### src/rtl/io_arb_pkg.sv
// Shared definitions for the IO bus arbiter: transfer FSM encoding and
// requester port identifiers.
package io_arb_pkg;

    // Transfer sequencing states of the arbiter.
    typedef enum logic [1:0] {
        IDLE  = 2'd0,
        ISSUE = 2'd1,
        WAIT  = 2'd2,
        RESP  = 2'd3
    } arb_state_e;

    // Requester identifiers; also the encoding of the grant index and last owner.
    localparam logic PORT0 = 1'b0;
    localparam logic PORT1 = 1'b1;

endpackage

### src/rtl/rr_pick2.sv
// Two-request picker. A lone request always wins. On a tie the port that did
// not own the bus last wins, unless fixed_prio is set, in which case port 0
// wins every tie.
module rr_pick2
    import io_arb_pkg::*;
(
    input  logic req0,
    input  logic req1,
    input  logic last,
    input  logic fixed_prio,
    output logic grant,
    output logic valid
);

    // Resolve the grant index for the current pair of requests.
    always_comb begin
        grant = PORT0;
        valid = 1'b0;
        if (req0 && req1) begin
            valid = 1'b1;
            if (fixed_prio) begin
                grant = PORT0;
            end else if (last == PORT1) begin
                grant = PORT0;
            end else begin
                grant = PORT1;
            end
        end else if (req0) begin
            valid = 1'b1;
            grant = PORT0;
        end else if (req1) begin
            valid = 1'b1;
            grant = PORT1;
        end else begin
            valid = 1'b0;
            grant = PORT0;
        end
    end

endmodule

### src/rtl/io_bus_arbiter.sv
// Shares one IO bus between the core (port 0) and the debug/loader master
// (port 1). One transfer is in flight at a time: IDLE samples requests,
// ISSUE drives a one-cycle strobe, reads wait one cycle for the registered
// peripheral data and acknowledge in RESP.
// Build option: define IO_ARB_FIXED_PRIO_EN to make port 0 win every tie;
// otherwise ties are resolved round-robin.
module io_bus_arbiter
    import io_arb_pkg::*;
#(
    parameter int AW = 32,
    parameter int DW = 32
) (
    input  logic          clk,
    input  logic          rst_n,
    input  logic          m0_req,
    input  logic          m0_we,
    input  logic [AW-1:0] m0_addr,
    input  logic [DW-1:0] m0_wdata,
    output logic          m0_ack,
    output logic [DW-1:0] m0_rdata,
    input  logic          m1_req,
    input  logic          m1_we,
    input  logic [AW-1:0] m1_addr,
    input  logic [DW-1:0] m1_wdata,
    output logic          m1_ack,
    output logic [DW-1:0] m1_rdata,
    output logic [AW-1:0] io_address,
    output logic [DW-1:0] io_write_value,
    output logic          io_write_en,
    output logic          io_read_en,
    input  logic [DW-1:0] io_read_value
);

`ifdef IO_ARB_FIXED_PRIO_EN
    localparam logic FIXED_PRIO = 1'b1;
`else
    localparam logic FIXED_PRIO = 1'b0;
`endif

    arb_state_e    state_q, state_d;
    logic          owner_q, owner_d;
    logic          last_owner_q, last_owner_d;
    logic          we_q, we_d;
    logic [AW-1:0] addr_q, addr_d;
    logic [DW-1:0] wdata_q, wdata_d;
    logic [DW-1:0] m0_rdata_q, m0_rdata_d;
    logic [DW-1:0] m1_rdata_q, m1_rdata_d;
    logic          io_write_en_q, io_write_en_d;
    logic          io_read_en_q, io_read_en_d;
    logic          m0_ack_q, m0_ack_d;
    logic          m1_ack_q, m1_ack_d;
    logic          pick_grant_s;
    logic          pick_valid_s;
    logic          issue_next_s;
    logic          resp_next_s;

    rr_pick2 u_pick (
        .req0       (m0_req),
        .req1       (m1_req),
        .last       (last_owner_q),
        .fixed_prio (FIXED_PRIO),
        .grant      (pick_grant_s),
        .valid      (pick_valid_s)
    );

    // Next-state, transfer latching and next values of the registered outputs.
    always_comb begin
        state_d      = state_q;
        owner_d      = owner_q;
        last_owner_d = last_owner_q;
        we_d         = we_q;
        addr_d       = addr_q;
        wdata_d      = wdata_q;
        m0_rdata_d   = m0_rdata_q;
        m1_rdata_d   = m1_rdata_q;
        case (state_q)
            IDLE: begin
                if (pick_valid_s) begin
                    state_d      = ISSUE;
                    owner_d      = pick_grant_s;
                    last_owner_d = pick_grant_s;
                    if (pick_grant_s == PORT0) begin
                        we_d    = m0_we;
                        addr_d  = m0_addr;
                        wdata_d = m0_wdata;
                    end else begin
                        we_d    = m1_we;
                        addr_d  = m1_addr;
                        wdata_d = m1_wdata;
                    end
                end else begin
                    state_d = IDLE;
                end
            end
            ISSUE: begin
                if (we_q) begin
                    state_d = IDLE;
                end else begin
                    state_d = WAIT;
                end
            end
            WAIT: begin
                // Peripheral read data is valid in this cycle; keep it per port.
                state_d = RESP;
                if (owner_q == PORT0) begin
                    m0_rdata_d = io_read_value;
                end else begin
                    m1_rdata_d = io_read_value;
                end
            end
            RESP: begin
                state_d = IDLE;
            end
            default: begin
                state_d = IDLE;
            end
        endcase

        // Strobes and acks are registered from the state being entered, so
        // they never depend combinationally on a request input.
        issue_next_s  = (state_d == ISSUE);
        resp_next_s   = (state_d == RESP);
        io_write_en_d = issue_next_s & we_d;
        io_read_en_d  = issue_next_s & ~we_d;
        m0_ack_d      = ((issue_next_s & we_d) | resp_next_s) & (owner_d == PORT0);
        m1_ack_d      = ((issue_next_s & we_d) | resp_next_s) & (owner_d == PORT1);
    end

    // State and output registers; reset aborts any transfer without an ack.
    always_ff @(posedge clk or negedge rst_n) begin
        if (!rst_n) begin
            state_q       <= IDLE;
            owner_q       <= PORT0;
            last_owner_q  <= PORT1;
            we_q          <= 1'b0;
            addr_q        <= {AW{1'b0}};
            wdata_q       <= {DW{1'b0}};
            m0_rdata_q    <= {DW{1'b0}};
            m1_rdata_q    <= {DW{1'b0}};
            io_write_en_q <= 1'b0;
            io_read_en_q  <= 1'b0;
            m0_ack_q      <= 1'b0;
            m1_ack_q      <= 1'b0;
        end else begin
            state_q       <= state_d;
            owner_q       <= owner_d;
            last_owner_q  <= last_owner_d;
            we_q          <= we_d;
            addr_q        <= addr_d;
            wdata_q       <= wdata_d;
            m0_rdata_q    <= m0_rdata_d;
            m1_rdata_q    <= m1_rdata_d;
            io_write_en_q <= io_write_en_d;
            io_read_en_q  <= io_read_en_d;
            m0_ack_q      <= m0_ack_d;
            m1_ack_q      <= m1_ack_d;
        end
    end

    // Address and write data only change on a grant, so outside ISSUE they
    // hold the last value driven onto the bus.
    assign io_address     = addr_q;
    assign io_write_value = wdata_q;
    assign io_write_en    = io_write_en_q;
    assign io_read_en     = io_read_en_q;
    assign m0_ack         = m0_ack_q;
    assign m1_ack         = m1_ack_q;
    assign m0_rdata       = m0_rdata_q;
    assign m1_rdata       = m1_rdata_q;

endmodule

### config.mk
export PLATFORM = sky130hd
export DESIGN_NAME = io_bus_arbiter
export DESIGN_NICKNAME = d
export VERILOG_FILES = /design/src/rtl/io_arb_pkg.sv /design/src/rtl/rr_pick2.sv /design/src/rtl/io_bus_arbiter.sv
export SDC_FILE = /design/constraint.sdc
export NUM_CORES = 1
export LEC_CHECK = 0
export BUFFER_PORTS_ARGS = -buffer_cell sky130_fd_sc_hd__buf_2
export CAP_MARGIN = 25
export CORE_AREA = 2 2 114 116
export DETAILED_ROUTE_END_ITERATION = 8
export DIE_AREA = 0 0 116 118
export GPL_TIMING_DRIVEN = 0
export PLACE_DENSITY = 0.95
export SYNTH_ARGS = -nofsm -noshare
export SYNTH_HDL_FRONTEND = slang
export SYNTH_SLANG_ARGS = --single-unit
export TNS_END_PERCENT = 20
### constraint.sdc
create_clock -name clk -period 4.55 [get_ports clk]
set_input_delay 0.6825 -clock clk [delete_from_list [all_inputs] [get_ports clk]]
set_output_delay 0.6825 -clock clk [all_outputs]
set_load 0.01 [all_outputs]
==> results of run 1 <==
==> registers in the layout (all words and copies together), names as in the netlist <==
name / cells
m0_rdata: 32
io_read_en: 1
m0_ack: 1
last_owner_q: 1
m1_ack: 1
io_write_en: 1
we_q: 1
io_write_value: 32
state_q: 2
m1_rdata: 32
io_address: 32
owner_q: 1
==> power breakdown <==
part	leakage, nW	internal, mW	switching, mW
Combinational	2.33	1.28	1.10
Clock	0.306	0.893	0.545
Sequential	1.61	1.85	0.343
==> synth_stat cells <==
master | instances | area (sq um)
nor2_2 | 1 | 6.26
a41oi_1 | 1 | 8.76
or3b_2 | 1 | 8.76
nand2b_1 | 1 | 6.26
mux2_4 | 59 | 886
mux2_2 | 118 | 1330
and2_1 | 1 | 6.26
a21boi_2 | 1 | 11.3
nand2_1 | 4 | 15.0
a32o_1 | 1 | 10.0
a21oi_1 | 2 | 10.0
mux2_1 | 15 | 169
nor2_1 | 3 | 11.3
inv_1 | 2 | 7.51
buf_2 | 10 | 50.1
buf_6 | 6 | 67.6
a21boi_0 | 1 | 7.51
nor2b_1 | 2 | 12.5
mux2i_1 | 2 | 20.0
nor3_1 | 1 | 5.00
o2111ai_1 | 1 | 8.76
buf_4 | 4 | 30.0
a31oi_1 | 1 | 6.26
o21a_1 | 1 | 7.51
dfrtp_1 | 136 | 3400
dfstp_2 | 1 | 26.3
==> per-stage QoR <==
stage	std cells	hold slack (ns)	utilization (%)
2_1_floorplan	376	0.387	-
3_3_place_gp	845	0.464	63.1
3_5_place_dp	846	0.473	63.4
4_1_cts	878	0.273	68.4
5_1_grt	879	0.297	68.4
6_report	880	0.263	68.4
==> placed cells by master, fill, tap and decap left out, types with 3 or more instances in the layout <==
cell type,n
mux2_4,59
buf_4,4
inv_6,5
buf_2,306
nor2_1,3
bufinv_16,3
buf_6,7
nand2_1,4
clkbuf_16,17
mux2_1,15
mux2_2,118
dfrtp_1,136
==> metal layers <==
metal / track usage (%) / wire (um) / up-vias
li1: - / - / 1987
met1: 24.7 / 5760 / 2152
met2: 41.9 / 8500 / 207
met3: 6.08 / 1010 / 46
met4: 12.4 / 559 / 0
met5: 0 / 0 / -
==> cell type report <==
| class | instances | share of cell area [%] |
|---|---|---|
| sequential | 137 | 40.4 |
| clock inverter | 14 | 2.19 |
| buffer | 20 | 1.74 |
| clock buffer | 18 | 5.17 |
| tap | 172 | 2.53 |
| inverter | 2 | 0.0884 |
| multi-input combinational | 217 | 30.0 |
| antenna | 2 | 0.0589 |
| timing repair buffer | 298 | 17.9 |
==> critical path: stages, from the launching register on <==
cell	delay, ns
dfrtp_1	0.43
nor2_2	0.24
o21a_1	0.26
buf_4	0.22
buf_4	0.23
mux2_2	0.35
==> final timing paths <==
kind / end / slack (ns) / cells after the start
max: io_write_value[29] / 2.69 / 5
min: m0_rdata[30] / 0.26 / 1
max reg2reg: io_write_value[29] / 2.69 / 5
min reg2reg: m0_rdata[6] / 0.48 / 1
max in group asynchronous: last_owner_q / 3.53 / 2
min in group clk: m0_rdata[6] / 0.48 / 1
==> kinds of logic (layout without fill, tap and decap cells) <==
kind of cell	Yosys count	count (layout)	synth area share [%]
buffers and inverters	22	352	2.53
multiplexers	194	194	39.2
other	0	2	0
AND/OR/NAND/NOR	14	14	1.16
flip-flops	137	137	56.0
AO/OA/AOI/OAI	9	9	1.14
==> summary.md, run 1 <==
| Metric | Value |
|---|---|
| Fillers | 868 |
| Core ar. | 12400 sq um |
| CTS H-Tree Depth | 4 |
| Leakage power | 4.25 nW |
| FF+latch count, synth | 137 |
| Global-route wire length before repair | 24400 um |
| # setup viols final | 0 |
| Total clock sinks | 137 |
| CP endpoint kind | flop |
| GP Congestion | 0.831 |
| Grt ovf | 0 |
| Dpl hpwl | 12000 um |
| IO buf count | 297 |
| Via density | 4.99 |
| Power per Cell Area | 707 nW/um^2 |
| Vias after detailed routing | 4392 |
| Worst slew pin tran | 0.617 ns |
| Vias in the first global route | 4886 |
| Largest net degree at the start of global routing | 70 |
| HP Class | primary input to async pin |
| Max cap viols | 0 |
| Sum of negative setup slack | 0 ns |
| CTS max path bufs | 2 |
| Worst Path Arrival | 2.15 ns |
| Drc violations | 0 |
| Cell Rows | 41 |
| Iteration-0 DRC Markers | 181 |
| Critical Path RT | 4.84 ns |
| Layout Nets | 859 |
| DRT antenna net count | 0 |
| Placed Area | 7870 sq um |
| Routed length per instance | 18.0 um |
| # Post-CTS Setup Buffers | 0 |
| Worst slack, placed | 2.38 ns |
| Yosys warning count | 0 |
| Worst setup margin | 2.69 ns |
| Max IR drop VDD | 354 uV |
| Starting Density | 49.4% |
| Share of layout cells above drive strength 1 | 75.2% |
| Slew Viols, Final | 0 |
| CTS root buf | clkbuf_16 |
| Top Ports | 298 |
| Mapped Area | 6130 sq um |
| CTS tree | built |
| Fin crit share | 40.8% |
| Clk slew on worst S/H paths | 0.06 ns |
| Hold Fails Final Rpt | 0 |
| Max_slew headroom | 58.9% |
| FF+latch area | 3430 sq um |
| Drt pass-1 iters | 4 |
| Multi-input combinational cell area | 2540 sq um |
| Die area | 13700 sq um |
| Setup repair after global routing missed its margin | no |
| Element type at the critical path start | flop |
| Clock buffer count from CTS | 17 |
| Worst-path fanout max | 10 |
| Syn-to-layout area delta | 38.6% |
| Worst-Skew Late Latency | 0.41 ns |
| Syn_area_per_cell | 16.3 sq um |
| Post-route cell area | 8500 sq um |
| Max Freq | 538 MHz |
| Netlist cell types | 26 |
| Fin Clk Skew | 0.00709 ns |
| Total track usage | 23.4% |
| CTS resizes | 0 |
| Crit path from | state_q[0] |
| Die X | 116 um |
| Sequential fraction of the synthesis area | 56.0% |
| Initial antenna violation count | 2 |
| Chip height | 118 um |
| Post-Synthesis Cells | 376 |
| Tot Pwr | 6.00 mW |
| Status | complete, no violations |
| Crit path kind | flop to flop |
| Aggregate routed wire length | 15800 um |
| Final worst path period need | 1.86 ns |
| Syn_nets | 542 |
| Worst r2r src | state_q[0] |
| CTS Hold Bufs | 0 |
No activity file was read; power rests on OpenSTA's default activity.
==> run 2, diff against run 1 <==
Settings changed: CORE_AREA 2 2 114 116 to default, CORE_ASPECT_RATIO from default to 1.4, CORE_UTILIZATION from default to 46, DIE_AREA 0 0 116 118 to default, PLACE_DENSITY 0.95 to 0.9.
Clock period 4.55 ns to 1.8 ns, I/O delays scaled along.
==> run 2 against run 1 <==
  * Register-to-register slack got worse by 2.6 ns
  * Critical path depth stayed put
  * Setup slack got worse by 2.6 ns
  * Utilization down 2.9 points
  * Sequential share of layout area grew 0.074 points
  * Clock-buffer cell count grew 1
  * Global-route usage shrank 1.3 points
==> summary.md, run 2 (synthesis results as in run 1) <==
| Metric | Value |
|---|---|
| Status | complete, no violations |
| Drc violations | 0 |
| Element type at the critical path start | flop |
| Chip height | 139 um |
| Max IR drop VDD | 769 uV |
| CTS max path bufs | 2 |
| IO buf count | 297 |
| FF+latch area | 3430 sq um |
| Hold Slack | 0.0981 ns |
| Fin Clk Skew | 0.00876 ns |
| Non-filler instance count after layout | 885 |
| Starting Density | 47.4% |
| Global-route wire length before repair | 23600 um |
| Worst-Skew Late Latency | 0.40 ns |
| Hold Fails Final Rpt | 0 |
| Max cap viols | 0 |
| Share of layout cells above drive strength 1 | 75.4% |
| # setup viols final | 0 |
| Net Sw Power | 4.87 mW |
| Sw Share | 32.7% |
| Clock buffer count from CTS | 17 |
| Worst-path fanout max | 10 |
| Die X | 99.6 um |
| Logic pwr share | 40.0% |
| Final Util | 65.6% |
| Vias after detailed routing | 4390 |
| CTS tree | built |
| Cell Rows | 49 |
| Initial antenna violation count | 0 |
| Crit path kind | flop to flop |
| GP Congestion | 0.802 |
| Fin crit share | 94.9% |
| Largest net degree at the start of global routing | 86 |
| Vias in the first global route | 5004 |
| Worst slack, placed | -0.0657 ns |
| Routed length per instance | 16.6 um |
| Clk slew on worst S/H paths | 0.06 ns |
| Final worst path period need | 1.71 ns |
| Iteration-0 DRC Markers | 55 |
| CTS root buf | clkbuf_16 |
| Placed cells | 852 |
| DRT antenna net count | 0 |
| Critical Path RT | 2.08 ns |
| Most common cell after layout, fill and taps aside | buf_2 |
| HP Class | primary input to flop |
| Worst setup margin | 0.0922 ns |
| Syn-to-layout area delta | 38.4% |
| Layout Nets | 860 |
| Top Ports | 298 |
| Internal power | 10.0 mW |
| Sequential share of power | 37.1% |
| Ant. Diodes | 0 |
| CP endpoint kind | flop |
| Drt pass-1 iters | 4 |
| Aggregate routed wire length | 14700 um |
| Fillers | 967 |
| Grt ovf | 0 |
| Total clock sinks | 137 |
| Die area | 13800 sq um |
| Total track usage | 22.1% |
| Worst slew pin tran | 0.503 ns |
| Multi-input combinational cell area | 2550 sq um |
| Worst Path Arrival | 1.99 ns |
| Clock power share | 22.9% |
| Setup repair after global routing missed its margin | no |
| Max_slew headroom | 66.5% |
| Via density | 4.96 |
| Max Freq | 586 MHz |
| Power per Cell Area | 1750 nW/um^2 |
| Most frequent cells in the layout | buf_2 (306), dfrtp_1 (135), mux2_2 (118) |
| CTS H-Tree Depth | 4 |
| Dpl hpwl | 11500 um |
| Slew Viols, Final | 0 |
| Core ar. | 12900 sq um |
| Leakage power | 4.23 nW |
run 2: changes by cell type in the layout (fill, tap and decap cells not counted), sizes merged:
cell	previous run	this run
clkinvlp	1	4
inv	9	5
clkinv	3	4
bufinv	3	2
diode	2	0
clkbuf	18	19
dlygate4sd3	0	1
run 2: layout make-up:
cell class	instances	share of cell area (%)
flip-flops and latches	137	40.4
multi-input cells	217	30.1
repair buffers	299	18.0
clock buffers	19	5.22
well taps	178	2.63
plain buffers	20	1.78
clock inverters	13	1.70
inverters	2	0.0885
run 2: worst paths after layout:
| check | from | end | slack [ns] | depth (start not counted) |
|---|---|---|---|---|
| min reg2reg | m1_rdata[11] | m1_rdata[11] | 0.49 | 1 |
| max in group asynchronous | rst_n | io_address[11] | 0.63 | 3 |
| max reg2reg | last_owner_q | io_write_value[28] | 0.09 | 5 |
| min in group asynchronous | rst_n | m0_rdata[1] | 0.40 | 2 |
| max | last_owner_q | io_write_value[28] | 0.09 | 5 |
| min | io_read_value[10] | m1_rdata[10] | 0.1 | 2 |
run 2: repair_timing:
action,4_1_cts,5_1_grt
endpoints found under the hold margin,52,0
buffers inserted,0,0
hold buffers,1,0
gates resized for setup,2,3
setup endpoints to repair,27,57
run 2: power by group through the flow:
stage	clock network (mW)	registers, mW	logic, mW
floorplan	0	6.19	2.84
global placement	0	5.42	5.76
detailed placement	0	5.54	6.01
CTS	3.46	5.53	6.03
global route	3.59	5.71	6.42
finish	3.40	5.52	5.95
run 2: metrics by stage:
stage | TNS [ns] | instance area, sq um | power, mW
after floorplan | 0 | 6130 | 9.04
after global placement | -161.27 | 7840 | 11.2
after detailed placement | -1.46 | 7870 | 11.5
after CTS | 0 | 8480 | 15.0
after global routing | 0 | 8480 | 15.7
final | 0 | 8480 | 14.9
run 2: worst max-delay path, stage by stage (launching register included):
cell      delay [ns]
dfstp_2         0.39
a21boi_2        0.19
buf_6           0.22
buf_6           0.20
mux2_4          0.32
mux2_2          0.27
run 2: per-layer routing:
metal | GRT usage [%] | up-vias | share of wire [%]
li1 | - | 1986 | -
met1 | 21.9 | 2151 | 36
met2 | 41.7 | 216 | 56
met3 | 5.24 | 37 | 5.2
met4 | 11.5 | 0 | 3.5
met5 | 0 | - | 0
